### src/rtl/sim_integrator.sv
// Fixed-point double integrator: periodic ticks turn summed channel accelerations
// into velocity, then position, clamped to hard stops and reported as step deltas.
module sim_integrator #(
  parameter int unsigned SIM_PERIOD = 500_000,
  parameter int unsigned N_CH       = 3,
  parameter int unsigned FIXED_BITS = 16,
  parameter int unsigned PRECISION  = 16,
  parameter int unsigned VEL_GUARD  = 24,
  parameter int unsigned POS_FRAC   = 47,
  parameter int unsigned DT         = SIM_PERIOD,
  parameter logic signed [FIXED_BITS-1:0] POS_MIN = {1'b1, {(FIXED_BITS-1){1'b0}}},
  parameter logic signed [FIXED_BITS-1:0] POS_MAX = {1'b0, {(FIXED_BITS-1){1'b1}}}
) (
  input  logic                                      clock,
  input  logic                                      reset,
  input  logic [N_CH*(FIXED_BITS+PRECISION)-1:0]    acc_in,
  input  logic [N_CH-1:0]                           ch_en,
  input  logic                                      freeze,
  input  logic                                      load_pos,
  input  logic [FIXED_BITS-1:0]                     load_value,
  output logic [FIXED_BITS-1:0]                     current_pos,
  output logic [FIXED_BITS-1:0]                     delta_steps,
  output logic                                      step_valid,
  output logic                                      at_min,
  output logic                                      at_max,
  output logic                                      busy,
  output logic                                      sync_sim_clock
);

  localparam int unsigned W       = FIXED_BITS + PRECISION;
  localparam int unsigned SUM_W   = W + $clog2(N_CH) + 1;
  localparam int unsigned VEL_W   = W + VEL_GUARD;
  localparam int unsigned POS_W   = FIXED_BITS + PRECISION + POS_FRAC;
  localparam int unsigned FRAC_W  = PRECISION + POS_FRAC;
  localparam int unsigned DT_W    = 33;
  localparam int unsigned VPROD_W = SUM_W + DT_W;
  localparam int unsigned VACC_W  = ((VEL_W > VPROD_W) ? VEL_W : VPROD_W) + 1;
  localparam int unsigned PPROD_W = VEL_W + DT_W;
  localparam int unsigned PACC_W  = ((POS_W > PPROD_W) ? POS_W : PPROD_W) + 1;
  localparam int unsigned CNT_W   = (SIM_PERIOD > 1) ? $clog2(SIM_PERIOD) : 1;
  localparam int unsigned D_W     = FIXED_BITS + 1;

  localparam logic [CNT_W-1:0]        TICK_CNT     = CNT_W'(SIM_PERIOD - 1);
  localparam logic [CNT_W-1:0]        HALF_CNT     = CNT_W'(SIM_PERIOD / 2);
  localparam logic signed [DT_W-1:0]  DT_S         = DT_W'(DT);
  localparam logic signed [POS_W-1:0] POS_MAX_FULL = POS_W'(POS_MAX) <<< FRAC_W;
  localparam logic signed [POS_W-1:0] POS_MIN_FULL = POS_W'(POS_MIN) <<< FRAC_W;

  localparam logic [2:0] IDLE = 3'd0;
  localparam logic [2:0] SUM  = 3'd1;
  localparam logic [2:0] VEL  = 3'd2;
  localparam logic [2:0] POS  = 3'd3;
  localparam logic [2:0] OUT  = 3'd4;

  logic [2:0]                   state, state_next;
  logic [CNT_W-1:0]             cnt, cnt_next_c;
  logic                         tick_c;
  logic signed [SUM_W-1:0]      acc_sum, acc_sum_c;
  logic signed [VEL_W-1:0]      vel, vel_sat_c;
  logic signed [VACC_W-1:0]     vel_acc_c;
  logic signed [POS_W-1:0]      pos, pos_sat_c, pos_new_c;
  logic signed [PACC_W-1:0]     pos_acc_c;
  logic signed [FIXED_BITS-1:0] pos_int_c, pos_out_c, delta_sat_c;
  logic signed [D_W-1:0]        delta_c;
  logic                         hit_max_c, hit_min_c;

  // Free-running step timebase, independent of freeze
  always_comb begin
    tick_c     = (cnt == TICK_CNT);
    cnt_next_c = tick_c ? '0 : cnt + CNT_W'(1);
  end

  // State register
  always_ff @(posedge clock) begin
    if (!reset) state <= IDLE;
    else        state <= state_next;
  end

  // Next-state logic; a load always aborts back to IDLE
  always_comb begin
    state_next = state;
    case (state)
      IDLE:    if (tick_c && !freeze) state_next = SUM;
      SUM:     state_next = VEL;
      VEL:     state_next = POS;
      POS:     state_next = OUT;
      OUT:     state_next = IDLE;
      default: state_next = IDLE;
    endcase
    if (load_pos) state_next = IDLE;
  end

  // Sum of enabled channels, wide enough that it never overflows
  always_comb begin
    acc_sum_c = '0;
    for (int k = 0; k < N_CH; k++) begin
      if (ch_en[k]) acc_sum_c = acc_sum_c + SUM_W'($signed(acc_in[k*W +: W]));
    end
  end

  // Saturating velocity and position integrators
  always_comb begin
    vel_acc_c = VACC_W'(vel) + VACC_W'(acc_sum) * VACC_W'(DT_S);
    if (&vel_acc_c[VACC_W-1:VEL_W-1] || ~|vel_acc_c[VACC_W-1:VEL_W-1])
      vel_sat_c = vel_acc_c[VEL_W-1:0];
    else
      vel_sat_c = {vel_acc_c[VACC_W-1], {(VEL_W-1){~vel_acc_c[VACC_W-1]}}};

    pos_acc_c = PACC_W'(pos) + PACC_W'(vel) * PACC_W'(DT_S);
    if (&pos_acc_c[PACC_W-1:POS_W-1] || ~|pos_acc_c[PACC_W-1:POS_W-1])
      pos_sat_c = pos_acc_c[POS_W-1:0];
    else
      pos_sat_c = {pos_acc_c[PACC_W-1], {(POS_W-1){~pos_acc_c[PACC_W-1]}}};
    pos_int_c = pos_sat_c[POS_W-1 -: FIXED_BITS];
  end

  // Hard-stop clamp and saturated step delta
  always_comb begin
    pos_new_c = pos_sat_c;
    pos_out_c = pos_int_c;
    hit_max_c = 1'b0;
    hit_min_c = 1'b0;
    if (pos_int_c > POS_MAX) begin
      pos_new_c = POS_MAX_FULL;
      pos_out_c = POS_MAX;
      hit_max_c = 1'b1;
    end else if (pos_int_c < POS_MIN) begin
      pos_new_c = POS_MIN_FULL;
      pos_out_c = POS_MIN;
      hit_min_c = 1'b1;
    end
    delta_c = D_W'(pos_out_c) - D_W'($signed(current_pos));
    if (delta_c[D_W-1] != delta_c[D_W-2])
      delta_sat_c = {delta_c[D_W-1], {(FIXED_BITS-1){~delta_c[D_W-1]}}};
    else
      delta_sat_c = delta_c[FIXED_BITS-1:0];
  end

  // Datapath and registered outputs; clamp and output update share the POS edge
  // so that step_valid is high exactly during the OUT cycle.
  always_ff @(posedge clock) begin
    if (!reset) begin
      cnt            <= '0;
      acc_sum        <= '0;
      vel            <= '0;
      pos            <= '0;
      current_pos    <= '0;
      delta_steps    <= '0;
      step_valid     <= 1'b0;
      at_min         <= 1'b0;
      at_max         <= 1'b0;
      busy           <= 1'b0;
      sync_sim_clock <= 1'b0;
    end else begin
      cnt            <= cnt_next_c;
      sync_sim_clock <= (cnt_next_c < HALF_CNT);
      busy           <= (state_next != IDLE);
      step_valid     <= 1'b0;
      if (load_pos) begin
        pos         <= POS_W'($signed(load_value)) <<< FRAC_W;
        vel         <= '0;
        current_pos <= load_value;
        delta_steps <= '0;
        at_min      <= 1'b0;
        at_max      <= 1'b0;
      end else begin
        case (state)
          SUM: acc_sum <= acc_sum_c;
          VEL: vel     <= vel_sat_c;
          POS: begin
            pos         <= pos_new_c;
            vel         <= (hit_max_c || hit_min_c) ? '0 : vel;
            current_pos <= pos_out_c;
            delta_steps <= delta_sat_c;
            at_max      <= hit_max_c;
            at_min      <= hit_min_c;
            step_valid  <= 1'b1;
          end
          default: ;
        endcase
      end
    end
  end

endmodule

### config.mk
export PLATFORM = sky130hd
export DESIGN_NAME = sim_integrator
export DESIGN_NICKNAME = d
export VERILOG_FILES = /design/src/rtl/sim_integrator.sv
export SDC_FILE = /design/constraint.sdc
export NUM_CORES = 2
export LEC_CHECK = 0
export ABC_AREA = 1
export CORE_ASPECT_RATIO = 0.75
export CORE_UTILIZATION = 65
export DETAILED_ROUTE_END_ITERATION = 8
export PLACE_DENSITY = 0.81
export REMOVE_ABC_BUFFERS = 1
export SLEW_MARGIN = 25
export SYNTH_ARGS = -nofsm -noshare
export SYNTH_HDL_FRONTEND = slang
export SYNTH_SLANG_ARGS = --single-unit
### constraint.sdc
create_clock -name clock -period 18.7 [get_ports clock]
set_input_delay 2.805 -clock clock [delete_from_list [all_inputs] [get_ports clock]]
set_output_delay 2.805 -clock clock [all_outputs]
set_load 0.005 [all_outputs]
==> impl_metrics.yaml <==
finish:
  fin_nets: 8466
  areaGrowthSynthToFinish_pct: 7.21
  n_fill_cell: 6072
  drive_gt1_frac: 0.0285
worst_setup_path:
  cp.arrival_ns: 12.79
  setup.worst_path.end_class: "flip-flop"
  critical-path-slowest-cell: "dfxtp_1"
  path_max_fanout: 42
  critical_path_required_ns: 19.23
  critPathMaxStageDelay_ns: 0.96
  ff2ff_setup_slack_ns: 6.44
  cp-start-kind: "flip-flop"
  r2r_start: "vel[3]"
  startpoint: "vel[3]"
  criticalPathCategory: "reg -> reg"
  cp_common_cell: "nand2_1"
die:
  num_rows: 85
  die_h_um: 237
  pin_count: 156
  die_area_um2: 74700
  core_area_um2: 72300
  dieWidth_um: 315
  start_util: 0.662
global_route:
  grt_pass1_wl_mm: 263
  grt_use_total: 0.449
  grt_max_degree: 75
  antenna_found_initial: 1
  grt-ovfl-total: 0
  grt_pass1_vias: 47800
sta:
  setup_ws_ns: 6.44
  min_period_over_period: 0.656
  tightest_slew_ns: 1.07
  hold_viol: 0
  fin_skew_ns: 0.0323
  fin_crit_ns: 12.26
  fmax_mhz: 81.6
  maxSlewViolCount: 0
  setup_viol: 0
  rsz0062_at_grt: "no"
  slew_headroom: 0.285
  setup-tns-final_ns: 0
clocking:
  cts_sinks: 219
  cts_hold_buf: 0
  post_cts_buffers: 0
  cts_resized: 0
  clk_pin_slew_ns: 0.07
  root_buffer: "clkbuf_16"
  htreeDepth: 1
  cts_inserted_buffers: 28
  clock_latency_ns: 0.63
  clock_path_buffers: 3
  cts_tree: "done"
hold_path:
  hold_path.class: "reg -> reg"
  worstHoldStart: "pos[23]"
drt:
  viasPerCell: 6.08
  drc: 32
  ant_nets: 0
  drt-wirelength-per-cell_um: 20.9
  drt_iter0_markers: 6581
  routed_wl_mm: 170
  firstDrtPassIters: 9
  dr_total_vias: 49600
placed_design:
  gp_congestion: 1.15
  hpwl_mm: 142
  io_buffers: 154
  dp_slack_ns: 7.14
logic_synthesis:
  synth_area_per_cell_um2: 6.77
  synth_cell_type_count: 55
  ys_warn_count: 0
  synth_top_flop_cell: "dfxtp_1"
  synth_top_area_frac: 0.197
  synth_edf_count: 0
  synth_cells: 7071
  synthTopCellsByArea: "ha_1 (20%), fa_1 (18%), nand2_1 (13%)"
  synthesis.area_um2: 47800
  ys_ff_latch: 219
  synth_area_leader_cell: "ha_1"
  async_flop_share: 0
  netlist_top_cells_count: "nand2_1 (1594), inv_1 (1364), ha_1 (753)"
  seq_area_frac_synth: 0.0916
  yosys.cell_count.top_type: "nand2_1"
power:
  p_leak_nw: 28.5
  p_per_area_nw_per_um2: 28.8
  irDropWorstVdd_mv: 0.0657
run:
  cap_violations: 0
status:
  violations: "DRC"
  status: "finished with violations"
-- sequential cells by signal, indices dropped and copies added (netlist names) --
name,cells
cnt,19
vel,52
acc_sum,35
pos,74
at_max,1
busy,1
step_valid,1
delta_steps,16
current_pos,16
sync_sim_clock,1
state,3
-- routing by layer --
layer  share of wire  track usage  vias up
met5         0.00058            0        -
met4           0.037        0.143        4
met3            0.15        0.158      542
met2            0.40        0.639     3304
met1            0.41        0.630    23000
li1                -            -    22800
-- cell type report --
class,count,area [µm²],area share
Tap cell,957,1200,0.0233
Antenna cell,4,10.0,0.000195
Clock inverter,10,159,0.00310
Timing Repair Buffer,175,1690,0.0330
Inverter,1380,5190,0.101
Multi-Input combinational cell,5371,37800,0.738
Sequential cell,219,4380,0.0855
Clock buffer,40,817,0.0159
-- kinds of logic (layout without fill, tap and decap cells) --
logic type | count (synthesis) | after routing | synth area share
AND/OR/NAND/NOR | 2873 | 2873 | 0.248
XOR/XNOR | 218 | 218 | 0.0399
buffers and inverters | 1481 | 1605 | 0.118
AO/OA/AOI/OAI | 1107 | 1107 | 0.130
other | 1 | 5 | 0.0000784
flip-flops | 219 | 219 | 0.0916
adder cells (fa/ha/maj) | 1172 | 1172 | 0.372
-- placed cells by master (no fill, tap or decap), types with 5 or more instances in the layout --
| cell | instances |
|---|---|
| nand2_1 | 1594 |
| inv_1 | 1363 |
| ha_1 | 753 |
| nor2_1 | 623 |
| a21oi_1 | 557 |
| fa_1 | 419 |
| nand3_1 | 406 |
| o21ai_0 | 275 |
| dfxtp_1 | 219 |
| clkdlybuf4s50_1 | 153 |
| xor2_1 | 141 |
| xnor2_1 | 77 |
| nor3_1 | 66 |
| a21o_1 | 60 |
| nand4_1 | 60 |
| a31oi_1 | 45 |
| o211ai_1 | 41 |
| o21bai_1 | 37 |
| nand2_2 | 35 |
| a21oi_2 | 32 |
| clkbuf_16 | 29 |
| or2_2 | 26 |
| buf_4 | 21 |
| o21a_1 | 18 |
| nor2_2 | 18 |
| a21boi_0 | 16 |
| nor4_1 | 16 |
| inv_2 | 14 |
| nand3b_1 | 8 |
| o21ai_1 | 6 |
| and2_1 | 6 |
| clkbuf_1 | 6 |
| clkbuf_8 | 5 |
-- report_power, final --
part	internal, mW	leakage (nW)	switching (mW)
sequential	0.471	1.77	0.00440
clock	0.356	0.473	0.259
combinational	0.136	26.2	0.249
-- metrics by stage --
step | hold WS [ns] | total power [mW] | instance area [µm²] | std cells | util
2_1_floorplan | 0.430 | 0.728 | 47400 | 6970 | -
3_3_place_gp | 0.438 | 0.853 | 50300 | 8102 | 0.695
3_5_place_dp | 0.442 | 0.854 | 50300 | 8102 | 0.696
4_1_cts | 0.473 | 1.46 | 51300 | 8152 | 0.709
5_1_grt | 0.497 | 1.52 | 51300 | 8152 | 0.709
6_report | 0.471 | 1.48 | 51300 | 8156 | 0.709
-- path summary, 6_finish.rpt --
kind | end | depth (start not counted)
worst max-delay path | delta_steps[12] | 46
worst max register to register | delta_steps[12] | 46
worst min register to register | pos[23] | 2
worst min-delay path | pos[23] | 2
-- critical path, delay by kind of cell (launching register included) --
kind | cells | cell delay (ns)
AND/OR/NAND/NOR | 17 | 2.71
flip-flops | 1 | 0.96
buffers and inverters | 6 | 1.33
AO/OA/AOI/OAI | 10 | 2.08
XOR/XNOR | 2 | 0.39
adder cells (fa/ha/maj) | 11 | 4.57
Power figures use the tool's default switching activity.
